## src/rtl/serializer_pkg.sv

```systemverilog
// Shared types and sizing for the serializer (parallel word -> MSB-first serial stream).
package serializer_pkg;

   localparam int unsigned DATA_W  = 16;
   localparam int unsigned MOD_W   = $clog2(DATA_W);
   localparam int unsigned MIN_LEN = 3;

   typedef enum logic {IDLE, SEND} state_t;

endpackage

```

## src/rtl/serializer_hold_buf.sv

```systemverilog
// One-entry hold buffer (word and length-1) used only when SERIALIZER_QUEUE_EN is defined.
module serializer_hold_buf
   import serializer_pkg::*;
(
   input  logic              clk_i,
   input  logic              arst_i,
   input  logic              push,
   input  logic [DATA_W-1:0] push_data,
   input  logic [MOD_W-1:0]  push_len_m1,
   input  logic              pop,
   output logic              full,
   output logic [DATA_W-1:0] data,
   output logic [MOD_W-1:0]  len_m1
);

   always_ff @(posedge clk_i or posedge arst_i) begin
      if (arst_i) begin
         full   <= 1'b0;
         data   <= '0;
         len_m1 <= '0;
      end else if (push) begin
         full   <= 1'b1;
         data   <= push_data;
         len_m1 <= push_len_m1;
      end else if (pop) begin
         full   <= 1'b0;
      end
   end

endmodule

```

## src/rtl/serializer.sv

```systemverilog
// Parallel-to-serial converter, MSB first, per-transfer length via data_mod_i.
// Define SERIALIZER_QUEUE_EN to add a one-entry hold buffer for gap-free back-to-back words.
module serializer
   import serializer_pkg::*;
(
   input  logic              clk_i,
   input  logic              arst_i,
   input  logic [DATA_W-1:0] data_i,
   input  logic [MOD_W-1:0]  data_mod_i,
   input  logic              data_val_i,
   output logic              ser_data_o,
   output logic              ser_data_val_o,
   output logic              busy_o
);

   state_t            state;
   logic [DATA_W-1:0] shreg;
   logic [MOD_W-1:0]  cnt;
   logic              in_legal;
   logic              accept;
   logic [MOD_W-1:0]  in_len_m1;

   logic              buf_push;
   logic              buf_pop;
   logic              buf_full;
   logic [DATA_W-1:0] buf_data;
   logic [MOD_W-1:0]  buf_len_m1;

   assign in_legal  = (data_mod_i == '0) || (data_mod_i >= MOD_W'(MIN_LEN));
   assign accept    = data_val_i && in_legal;
   assign in_len_m1 = (data_mod_i == '0) ? MOD_W'(DATA_W - 1) : data_mod_i - MOD_W'(1);

`ifdef SERIALIZER_QUEUE_EN
   localparam bit QUEUE_EN = 1'b1;

   // Capture is refused on the last-bit edge so an empty buffer there behaves as unbuffered.
   assign buf_push = (state == SEND) && !buf_full && (cnt != '0) && accept;
   assign buf_pop  = (state == SEND) && (cnt == '0) && buf_full;

   serializer_hold_buf u_hold_buf (
      .clk_i       (clk_i),
      .arst_i      (arst_i),
      .push        (buf_push),
      .push_data   (data_i),
      .push_len_m1 (in_len_m1),
      .pop         (buf_pop),
      .full        (buf_full),
      .data        (buf_data),
      .len_m1      (buf_len_m1)
   );
`else
   localparam bit QUEUE_EN = 1'b0;

   assign buf_push   = 1'b0;
   assign buf_pop    = 1'b0;
   assign buf_full   = 1'b0;
   assign buf_data   = '0;
   assign buf_len_m1 = '0;
`endif

   // cnt holds the number of bits still to follow the one currently on ser_data_o.
   always_ff @(posedge clk_i or posedge arst_i) begin
      if (arst_i) begin
         state          <= IDLE;
         shreg          <= '0;
         cnt            <= '0;
         ser_data_o     <= 1'b0;
         ser_data_val_o <= 1'b0;
         busy_o         <= 1'b0;
      end else begin
         case (state)
            IDLE: begin
               if (accept) begin
                  state          <= SEND;
                  shreg          <= data_i << 1;
                  cnt            <= in_len_m1;
                  ser_data_o     <= data_i[DATA_W-1];
                  ser_data_val_o <= 1'b1;
                  busy_o         <= !QUEUE_EN;
               end
            end
            SEND: begin
               if (cnt != '0) begin
                  shreg          <= shreg << 1;
                  cnt            <= cnt - MOD_W'(1);
                  ser_data_o     <= shreg[DATA_W-1];
                  ser_data_val_o <= 1'b1;
                  busy_o         <= QUEUE_EN ? (buf_full || buf_push) : 1'b1;
               end else if (buf_pop) begin
                  shreg          <= buf_data << 1;
                  cnt            <= buf_len_m1;
                  ser_data_o     <= buf_data[DATA_W-1];
                  ser_data_val_o <= 1'b1;
                  busy_o         <= 1'b0;
               end else begin
                  state          <= IDLE;
                  ser_data_o     <= 1'b0;
                  ser_data_val_o <= 1'b0;
                  busy_o         <= 1'b0;
               end
            end
            default: state <= IDLE;
         endcase
      end
   end

endmodule

```

## config.mk

```make
export PLATFORM = sky130hd
export DESIGN_NAME = serializer
export DESIGN_NICKNAME = d
export VERILOG_FILES = /design/src/rtl/serializer_pkg.sv /design/src/rtl/serializer_hold_buf.sv /design/src/rtl/serializer.sv
export SDC_FILE = /design/constraint.sdc
export NUM_CORES = 1
export LEC_CHECK = 0
export BUFFER_PORTS_ARGS = -buffer_cell sky130_fd_sc_hd__buf_4
export CAP_MARGIN = 10
export CORE_UTILIZATION = 58
export DETAILED_ROUTE_END_ITERATION = 7
export GPL_TIMING_DRIVEN = 0
export PLACE_DENSITY = 0.84
export SYNTH_ARGS = -nofsm -noshare
export SYNTH_HDL_FRONTEND = slang
export SYNTH_HIERARCHICAL = 1
export SYNTH_SLANG_ARGS = --single-unit
```

## constraint.sdc

```tcl
create_clock -name clk_i -period 3 [get_ports clk_i]
set_clock_uncertainty 0.2 [all_clocks]
set_input_delay 0 -clock clk_i [delete_from_list [all_inputs] [get_ports clk_i]]
set_output_delay 0 -clock clk_i [all_outputs]
set_load 0.02 [all_outputs]
```

# Word-level counts from Yosys, hierarchy flattened
# Index checks and enable logic that the tools add are counted.
[op_classes]
bitwise = 1
magnitude_cmp = 1
addsub = 2
n_eq_ne = 2
muxes = 15
reduce_logical = 5
[op_table]
columns = ["op", "n"]
rows = [
  ["16-bit 2-to-1 mux", 2],
  ["16-bit one-hot mux with 2 select lines", 1],
  ["4-bit 2-to-1 mux", 3],
  ["4-bit one-hot mux with 2 select lines", 1],
  ["4-bit by 1-bit subtractor with 4-bit output, second input constant", 2],
  ["1-bit one-hot mux with 2 select lines", 3],
  ["1-bit 2-to-1 mux", 5],
  ["4-bit by 2-bit >= comparator with 1-bit output, second input constant", 1],
  ["4-bit zero test", 1],
  ["4-bit nonzero test", 1],
  ["2-bit by 1-bit inequality test with 1-bit output, second input constant", 1],
  ["2-bit inequality test, second input constant", 1],
  ["2-bit AND reduction", 1],
  ["1-bit logical AND", 1],
  ["1-bit logical OR", 1],
  ["1-bit NOT", 1],
]
[word_totals]
reg_bits = 23
output_inout_bits = 3
word_cells = 31

# Longest topological paths before layout
# Gate-level depths: netlist of run 1.
[depth]
depth_word = 5
depth_mapped = 6

# Worst setup path before layout of run 1
# Ideal clock, no wire load.
[synth_timing]
kind = "register -> register"
startpoint = "register cnt[0]"
endpoint = "register cnt[1]"
stages_incl_launch_ff = 7
setup_time_ns = 0.125
t_arrival_ns = 1.484
path_slack_ns = 1.191
synth_period_minus_slack_ns = 1.809
path_cell_list = "dfrtp_1 > inv_1 > ha_1 > or3b_1 > buf_2 > mux2i_1 > mux2_2"
[synth_between]
elab_chain_cells = 3
[synth_lines]
columns = ["element", "line", "source"]
rows = [
  ["start: declaration", "serializer.sv:18", "logic [MOD_W-1:0] cnt;"],
  ["start signal: assignment", "serializer.sv:76", "cnt <= in_len_m1;"],
  ["start signal: assignment", "serializer.sv:85", "cnt <= cnt - MOD_W'(1);"],
  ["start signal: assignment", "serializer.sv:91", "cnt <= buf_len_m1;"],
  ["4-bit by 1-bit subtractor with 4-bit output / 4-bit nonzero test (equally long branches)", "serializer.sv:85, serializer.sv:83", ""],
  ["4-bit 2-to-1 mux / 2-bit by 1-bit inequality test with 1-bit output (equally long branches)", "--", ""],
  ["4-bit one-hot mux with 2 select lines / 2-bit AND reduction (equally long branches)", "--", ""],
]
# Parallel ways exist; a longest one is shown, timed or not. The select of a mux whose other input is x is not followed.
# A chain may end at the register's enable or synchronous reset.

# Final worst setup path of run 1
[layout_timing]
startpoint = "input port data_mod_i[0]"
endpoint = "register cnt[3]"
[layout_between]
elab_chain_cells = 5
[layout_lines]
columns = ["element", "line", "source"]
rows = [
  ["start: declaration", "serializer.sv:9", "input logic [MOD_W-1:0] data_mod_i,"],
  ["branches (longest 5 deep; another with 4-bit by 1-bit subtractor with 4-bit output)", "--", ""],
]
# Several ways; the timed one is not identified. The select of a mux whose other input is x is not followed.

==> reports/qor_table.md, run 1 <==
| Parameter | This run | Unit |
|:---|:---|:---|
| Hold Startpoint | data_mod_i[1] | - |
| Post-placement cell count | 160 | - |
| Post-CTS setup buffers | 0 | - |
| Clk sinks | 22 | - |
| Die height | 49.12 | um |
| Count of unique library cells instantiated by Yosys | 33 | - |
| Crit path DAT | 2.77 | ns |
| Post-route clock period utilization | 0.9012 | - |
| Final setup violation count | 0 | - |
| Endpoints failing hold | 0 | - |
| Final min period | 2.704 | ns |
| Iter 0 DRT Violations | 9 | - |
| Final Routed Wirelength | 3.321 | mm |
| Fraction of post-synthesis cell area in the top cell type by area | 0.4276 | - |
| Leading cell types in the layout, fill and taps excluded | sky130_fd_sc_hd__buf_4 (28), sky130_fd_sc_hd__mux2i_1 (23), sky130_fd_sc_hd__dlygate4sd3_1 (23) | - |
| Crit-path max FO | 4 | - |
| Netlist Area Pre-Place | 1287 | um^2 |
| Global-route wire length before repair | 5.451 | mm |
| Total inserted antenna cells | 0 | - |
| Worst EP required | 3.06 | ns |
| Layout cell share with drive strength beyond 1 | 0.2563 | - |
| Worst Reg-to-Reg Cells | 4 | - |
| Antenna violations before repair | 0 | - |
| Accumulated negative setup slack | 0 | ns |
| Post-synthesis register bit count | 22 | - |
| Number of buffers on the longest clock path | 2 | - |
| Remaining global-route overflow | 0 | - |
| Antenna viol nets, final | 0 | - |
| PD cells | 867.8 | nW/um^2 |
| Worst reg-to-reg setup slack | 0.70 | ns |
| Routability cong. | 0.7855 | - |
| End of the worst register-to-register path | cnt[3] | - |
| Class of the tightest hold or removal check | primary input to flip-flop | - |
| Element type at the critical path start | primary input | - |
| CTS tree | yes | - |
| Via count of the routed design | 1079 | - |
| Result of the run | complete, no violations | - |
| Slew at the pin with the worst max-slew slack | 0.8305 | ns |
| Highest attainable clock frequency | 0.3699 | GHz |
| Effective utilization at floorplan | 0.6368 | - |
| Pin count of the biggest net entering global routing | 23 | - |
| Total of buffers placed on input and output ports | 25 | - |
| Total Routing Usage GR | 0.3091 | - |
| Number of standard cells after synthesis | 108 | - |
| Number of vias per cell | 5.770 | - |
| Sequential fraction of the synthesis area | 0.4276 | - |
| Leakage power | 0.8721 | nW |
| Number of standard cells in the final layout excluding fillers | 187 | - |
| Number of warning messages in the yosys log | 6 | - |
| Number of global-route vias before repair | 1201 | - |
| Top-level I/O count | 26 | - |
| Endpoint kind of the worst setup timing path | flip-flop | - |
| Final routed DRC violation total | 0 | - |
| 1st-pass router iterations | 4 | - |
| Worst-path clk slew | 0.13 | ns |
| Cell depth of the worst hold path | 5 | - |
| Startpoint of the worst-slack reg-to-reg timing path | cnt[2] | - |
| Detailed placer's ending HPWL | 1.848 | mm |
| Unrepaired setup endpoints after global routing | no | - |
| Biggest area contributors in the synthesized netlist | sky130_fd_sc_hd__dfrtp_1 (43%), sky130_fd_sc_hd__mux2i_1 (18%), sky130_fd_sc_hd__o221a_1 (7.0%), sky130_fd_sc_hd__ha_1 (3.9%), sky130_fd_sc_hd__or3_1 (3.9%) | - |
| Floorplan die area | 2412 | um^2 |
| Number of pins exceeding their max-slew limit in the final report | 0 | - |
| Critical path type | primary input to flip-flop | - |
| Average footprint of a synthesized cell | 11.92 | um^2 |
| H-tree Lvls | 1 | - |
| Final Net Count | 188 | - |
| Worst ir drop on vdd | 0.5629 | mV |
| Max-slew headroom | 0.4457 | - |
| Placement row count | 16 | - |
| Core region area | 2022 | um^2 |
| Width of the die | 49.12 | um |
| Final design utilization | 0.8861 | - |
| Clock buffers created by TritonCTS | 3 | - |
| Maximum Capacitance Violations | 0 | - |
| Filler Cell Count | 93 | - |
| Most frequent standard cell in the layout excluding fill and tap cells | sky130_fd_sc_hd__buf_4 | - |
| Clock Latency Late Sink | 0.31 | ns |
| WL per Instance | 17.76 | um |
| Syn-to-layout area delta | 39.16 | % |
| Cell accounting for the most synthesized area | sky130_fd_sc_hd__dfrtp_1 | - |
| Hold Path Sink | cnt[1] | - |
| CTS root buf | sky130_fd_sc_hd__clkbuf_4 | - |
| Net count of the mapped netlist | 135 | - |
## cells by family after synthesis
family,synth area share
flip-flops,0.4276
AO/OA/AOI/OAI,0.1652
AND/OR/NAND/NOR,0.1069
XOR/XNOR,0.01361
adder cells (fa/ha/maj),0.03887
buffers and inverters,0.06025
multiplexers,0.1876
## cell type report
class,instances,area [um^2],share of cell area
timing repair buffer,48,417.9,0.2332
clock buffer,3,22.52,0.01257
clock inverter,1,30.03,0.01676
inverter,8,30.03,0.01676
sequential,22,550.5,0.3073
multi-input combinational,71,659.4,0.3680
buffer,7,47.55,0.02654
tap,27,33.78,0.01885
## metrics by stage
step	setup WS [ns]	total power (W)	instance area (um^2)	hold WS, ns
2_1_floorplan	1.191	0.001064	1287	-0.2108
3_3_place_gp	1.093	0.001203	1509	0.005515
3_5_place_dp	1.021	0.001248	1509	0.001494
4_1_cts	0.3506	0.001512	1792	0.1114
5_1_grt	0.2258	0.001652	1792	0.1562
6_report	0.2964	0.001555	1792	0.1442
## timing repair
item / 4_1_cts / 5_1_grt
gates resized for setup: 0 / 0
hold buffers: 23 / 0
hold endpoints to repair: 44 / 0
## routing by layer
| layer | up-vias | part of all wire | wire [um] | track usage |
|---|---|---|---|---|
| li1 | 512 | - | - | - |
| met1 | 526 | 0.39 | 1301 | 0.3185 |
| met2 | 33 | 0.56 | 1856 | 0.5890 |
| met3 | 8 | 0.024 | 80 | 0.05296 |
| met4 | 0 | 0.025 | 84 | 0.1520 |
| met5 | - | 0 | 0 | 0 |
## power breakdown
| part | internal, W | leakage [nW] | switching, W | total [W] |
|---|---|---|---|---|
| Sequential | 0.000449 | 0.255 | 0.000107 | 0.000556 |
| Clock | 0.000135 | 0.0279 | 0.0000950 | 0.000230 |
| Combinational | 0.000393 | 0.589 | 0.000376 | 0.000769 |
| Total | 0.000977 | 0.872 | 0.000578 | 0.00155 |
## registers in the layout, summed over array words and instances (netlist names)
name	count
cnt	4
shreg	15
ser_data_o	1
state	1
busy_o	1
## synth_stat cells (all sizes together)
master and number:
a21oi 3, a22oi 1, buf 6, clkbuf 1, dfrtp 22, ha 4, inv 8, mux2 1
mux2i 23, nand2b 1, nand3 3, nor2 1, nor2b 2, nor3b 1, nor4 1, o211ai 2
o21ai 1, o21ba 1, o221a 8, o221ai 1, o22ai 1, o31a 1, o31ai 1, o41ai 1
or2 1, or3 8, or3b 1, or4b 1, xnor2 1, xor2 1
## critical path: stages
cell                            delay, ns
sky130_fd_sc_hd__dlygate4sd3_1       0.53
sky130_fd_sc_hd__buf_4               0.15
sky130_fd_sc_hd__inv_1               0.08
sky130_fd_sc_hd__ha_1                0.28
sky130_fd_sc_hd__o21ba_1             0.19
sky130_fd_sc_hd__o31a_1              0.23
sky130_fd_sc_hd__dlygate4sd3_1       0.56
sky130_fd_sc_hd__o211ai_2            0.17
sky130_fd_sc_hd__dlygate4sd3_1       0.57
## worst max path at each step
| stage | startpoint | endpoint | cells after the start |
|---|---|---|---|
| floorplan | cnt[0] | cnt[1] | 6 |
| global placement | cnt[0] | cnt[1] | 6 |
| detailed placement | cnt[0] | cnt[1] | 6 |
| CTS | data_mod_i[0] | cnt[3] | 9 |
| global route | data_mod_i[0] | cnt[3] | 9 |
| finish | data_mod_i[0] | cnt[3] | 9 |
Power figures use the tool's default switching activity.
==> run 2, diff against run 1 <==
Settings changed: PLACE_DENSITY 0.84 to not set, PLACE_DENSITY_LB_ADDON set to 0.2.
==> run 2 against run 1 <==
Effect of this change:
- fmax fell by 1.6%
- sequential share of layout area up 0.28 points
- global-route usage decreased by 0.63 points
- sequential power fell by 0.7%
- worst setup slack got worse by 0.043 ns
- routed wire length decreased by 6.0%
- first-iteration DRC count rose to 2.8 times the previous value
- critical path depth is the same
- cell area down 0.91%
- critical path type unchanged
- highest routed layer unchanged
==> reports/qor_table.md, run 2 (synthesis gave the netlist of run 1 again) <==
| Parameter | This run | Unit | Delta |
|:---|:---|:---|:---|
| Highest attainable clock frequency | 0.3640 | GHz | was 0.3699 GHz |
| Number of standard cells in the final layout excluding fillers | 187 | - | unchanged |
| Leakage power | 0.8651 | nW | was 0.8721 nW |
| Final setup violation count | 0 | - | unchanged |
| Remaining global-route overflow | 0 | - | unchanged |
| Crit path DAT | 2.81 | ns | was 2.77 ns |
| Global routing met2 resource utilization | 0.5205 | - | was 0.5890 |
| Worst path slowest cell | sky130_fd_sc_hd__dlygate4sd3_1 | - | unchanged |
| Number of vias per cell | 5.786 | - | was 5.770 |
| Total Routing Usage GR | 0.3029 | - | was 0.3091 |
| Most frequent standard cell in the layout excluding fill and tap cells | sky130_fd_sc_hd__buf_4 | - | unchanged |
| Worst reg-to-reg setup slack | 0.75 | ns | was 0.70 ns |
| Final Routed Wirelength | 3.123 | mm | was 3.321 mm |
| PostCTS Resize Cnt | 0 | - | unchanged |
| Maximum Capacitance Violations | 0 | - | unchanged |
| Clock Latency Late Sink | 0.32 | ns | was 0.31 ns |
| Number of buffers on the longest clock path | 2 | - | unchanged |
| Startpoint of the worst-slack reg-to-reg timing path | cnt[2] | - | unchanged |
| Total inserted antenna cells | 0 | - | unchanged |
| Antenna violations before repair | 0 | - | unchanged |
| PnR worst setup slack | 0.2530 | ns | was 0.2964 ns |
| GR Util met1 | 0.3644 | - | was 0.3185 |
| Detailed placer's ending HPWL | 1.730 | mm | was 1.848 mm |
| Antenna viol nets, final | 0 | - | unchanged |
| Most used routing layer in global routing | met2 | - | unchanged |
| Post-placement cell count | 160 | - | unchanged |
| Final min period | 2.747 | ns | was 2.704 ns |
| Top flop regs | shreg: 15 flops, cnt: 4 flops | - | unchanged |
| Number of global-route vias before repair | 1118 | - | was 1201 |
| CTS tree | yes | - | unchanged |
| Element type at the critical path start | primary input | - | unchanged |
| Post-route clock period utilization | 0.9157 | - | was 0.9012 |
| Placement row count | 16 | - | unchanged |
| Floorplan die area | 2412 | um^2 | unchanged |
| H-tree Lvls | 1 | - | unchanged |
| Worst ir drop on vdd | 0.5994 | mV | was 0.5629 mV |
| Largest register by flop count | shreg | - | unchanged |
| Worst Reg-to-Reg Cells | 4 | - | unchanged |
| Leading cell types in the layout, fill and taps excluded | sky130_fd_sc_hd__buf_4 (28), sky130_fd_sc_hd__mux2i_1 (23), sky130_fd_sc_hd__dlygate4sd3_1 (23) | - | unchanged |
| Core region area | 2022 | um^2 | unchanged |
| Slew at the pin with the worst max-slew slack | 0.8100 | ns | was 0.8305 ns |
| Worst EP required | 3.06 | ns | about the same |
| Minimum setup slack after placement | 1.071 | ns | was 1.021 ns |
| PD cells | 826.3 | nW/um^2 | was 867.8 nW/um^2 |
| Class of the tightest hold or removal check | primary input to flip-flop | - | unchanged |
| 1st-pass router iterations | 4 | - | unchanged |
| Flip-flop count of the largest register after layout | 15 | - | unchanged |
| Iter 0 DRT Violations | 25 | - | was 9 |
| WL per Instance | 16.70 | um | was 17.76 um |
| Total of buffers placed on input and output ports | 25 | - | unchanged |
| Accumulated negative setup slack | 0 | ns | unchanged |
| Final design utilization | 0.8781 | - | was 0.8861 |
| Final Net Count | 188 | - | unchanged |
| Critical path type | primary input to flip-flop | - | unchanged |
| Endpoints failing hold | 0 | - | unchanged |
| WP buf/inv | 5 | - | unchanged |
| CTS root buf | sky130_fd_sc_hd__clkbuf_4 | - | unchanged |
| Delay contributed by the slowest stage of the critical path | 0.57 | ns | about the same |
| Max-slew headroom | 0.4594 | - | was 0.4457 |
| Routability cong. | 0.7294 | - | was 0.7855 |
| Met3 routing resource usage after global routing | 0.04361 | - | was 0.05296 |
| Endpoint kind of the worst setup timing path | flip-flop | - | unchanged |
| Number of pins exceeding their max-slew limit in the final report | 0 | - | unchanged |
| Final routed DRC violation total | 0 | - | unchanged |
| Post-CTS setup buffers | 0 | - | unchanged |
| Top-level I/O count | 26 | - | unchanged |
| Global-route wire length before repair | 5.340 | mm | was 5.451 mm |
| Top delay family on crit path | buffers and inverters | - | unchanged |
| Die height | 49.12 | um | unchanged |
| Worst-path clk slew | 0.12 | ns | was 0.13 ns |
| Worst setup path endpoint | cnt[3] | - | unchanged |
| Clk sinks | 22 | - | unchanged |
| Width of the die | 49.12 | um | unchanged |
| Syn-to-layout area delta | 37.90 | % | was 39.16% |
| Layout cell share with drive strength beyond 1 | 0.2563 | - | unchanged |
| Critical Path, Cell by Cell | dlygate4sd3_1, buf_4, inv_1, ha_1, o21ba_1, o31a_1, dlygate4sd3_1, o211ai_2, dlygate4sd3_1 | - | unchanged |
| Via count of the routed design | 1082 | - | was 1079 |
| Launching instance or port of the critical path | data_mod_i[0] | - | unchanged |
| Pin count of the biggest net entering global routing | 23 | - | unchanged |
| Unrepaired setup endpoints after global routing | no | - | unchanged |
| Clock buffers created by TritonCTS | 3 | - | unchanged |
| Effective utilization at floorplan | 0.6368 | - | unchanged |
| Pwr Total | 0.001467 | W | was 0.001555 W |
| Result of the run | complete, no violations | - | unchanged |
| End of the worst register-to-register path | cnt[3] | - | unchanged |
| Crit-path max FO | 4 | - | unchanged |
| Most numerous cell on the critical path | sky130_fd_sc_hd__dlygate4sd3_1 | - | unchanged |
| Cell depth of the worst setup path | 9 | - | unchanged |
==> run 2: how the worst min path moves through the flow <==
stage                  startpoint        to  depth (start not counted)
finish              data_mod_i[1]    cnt[1]                          5
floorplan                  arst_i    busy_o                          1
CTS                 data_mod_i[1]    cnt[1]                          5
global placement           arst_i  shreg[4]                          2
global route        data_mod_i[1]    cnt[1]                          5
detailed placement         arst_i  shreg[4]                          2
==> run 2: repair_timing <==
action                                  in CTS  in global routing
hold buffers                                23                  0
endpoints found under the hold margin       44                  0
endpoints found under the setup margin       0                  0
==> run 2: cell type report <==
type	count	area (um^2)
Tap cell	27	33.78
Fill cell	109	246.5
Multi-Input combinational cell	71	659.4
Sequential cell	22	550.5
Inverter	8	30.03
Timing Repair Buffer	48	417.9
Clock buffer	4	36.28
Buffer	7	47.55
==> run 2: routing by layer <==
metal | wire length, um | vias to the layer above
met3 | 79 | 9
li1 | - | 507
met4 | 95 | 0
met5 | 0 | -
met1 | 1367 | 536
met2 | 1580 | 30
==> run 2: worst reg2reg max path: stages, from the launching register on <==
cell and delay [ns]:
sky130_fd_sc_hd__dfrtp_1 0.46, sky130_fd_sc_hd__or4b_1 0.54, sky130_fd_sc_hd__or3_1 0.34, sky130_fd_sc_hd__o211ai_2 0.08
sky130_fd_sc_hd__dlygate4sd3_1 0.57
==> run 2: report_power, final <==
part           switching, W  internal [W]
Clock             0.0000949     0.0000744
Sequential         0.000103      0.000449
Combinational      0.000356      0.000390
Total              0.000554      0.000913
==> run 2: through the flow <==
| step | instance area (um^2) | hold WS (ns) |
|---|---|---|
| floorplan | 1287 | -0.2108 |
| global placement | 1509 | 0.007251 |
| detailed placement | 1509 | 0.006729 |
| CTS | 1775 | 0.1107 |
| global route | 1775 | 0.1537 |
| finish | 1775 | 0.1369 |
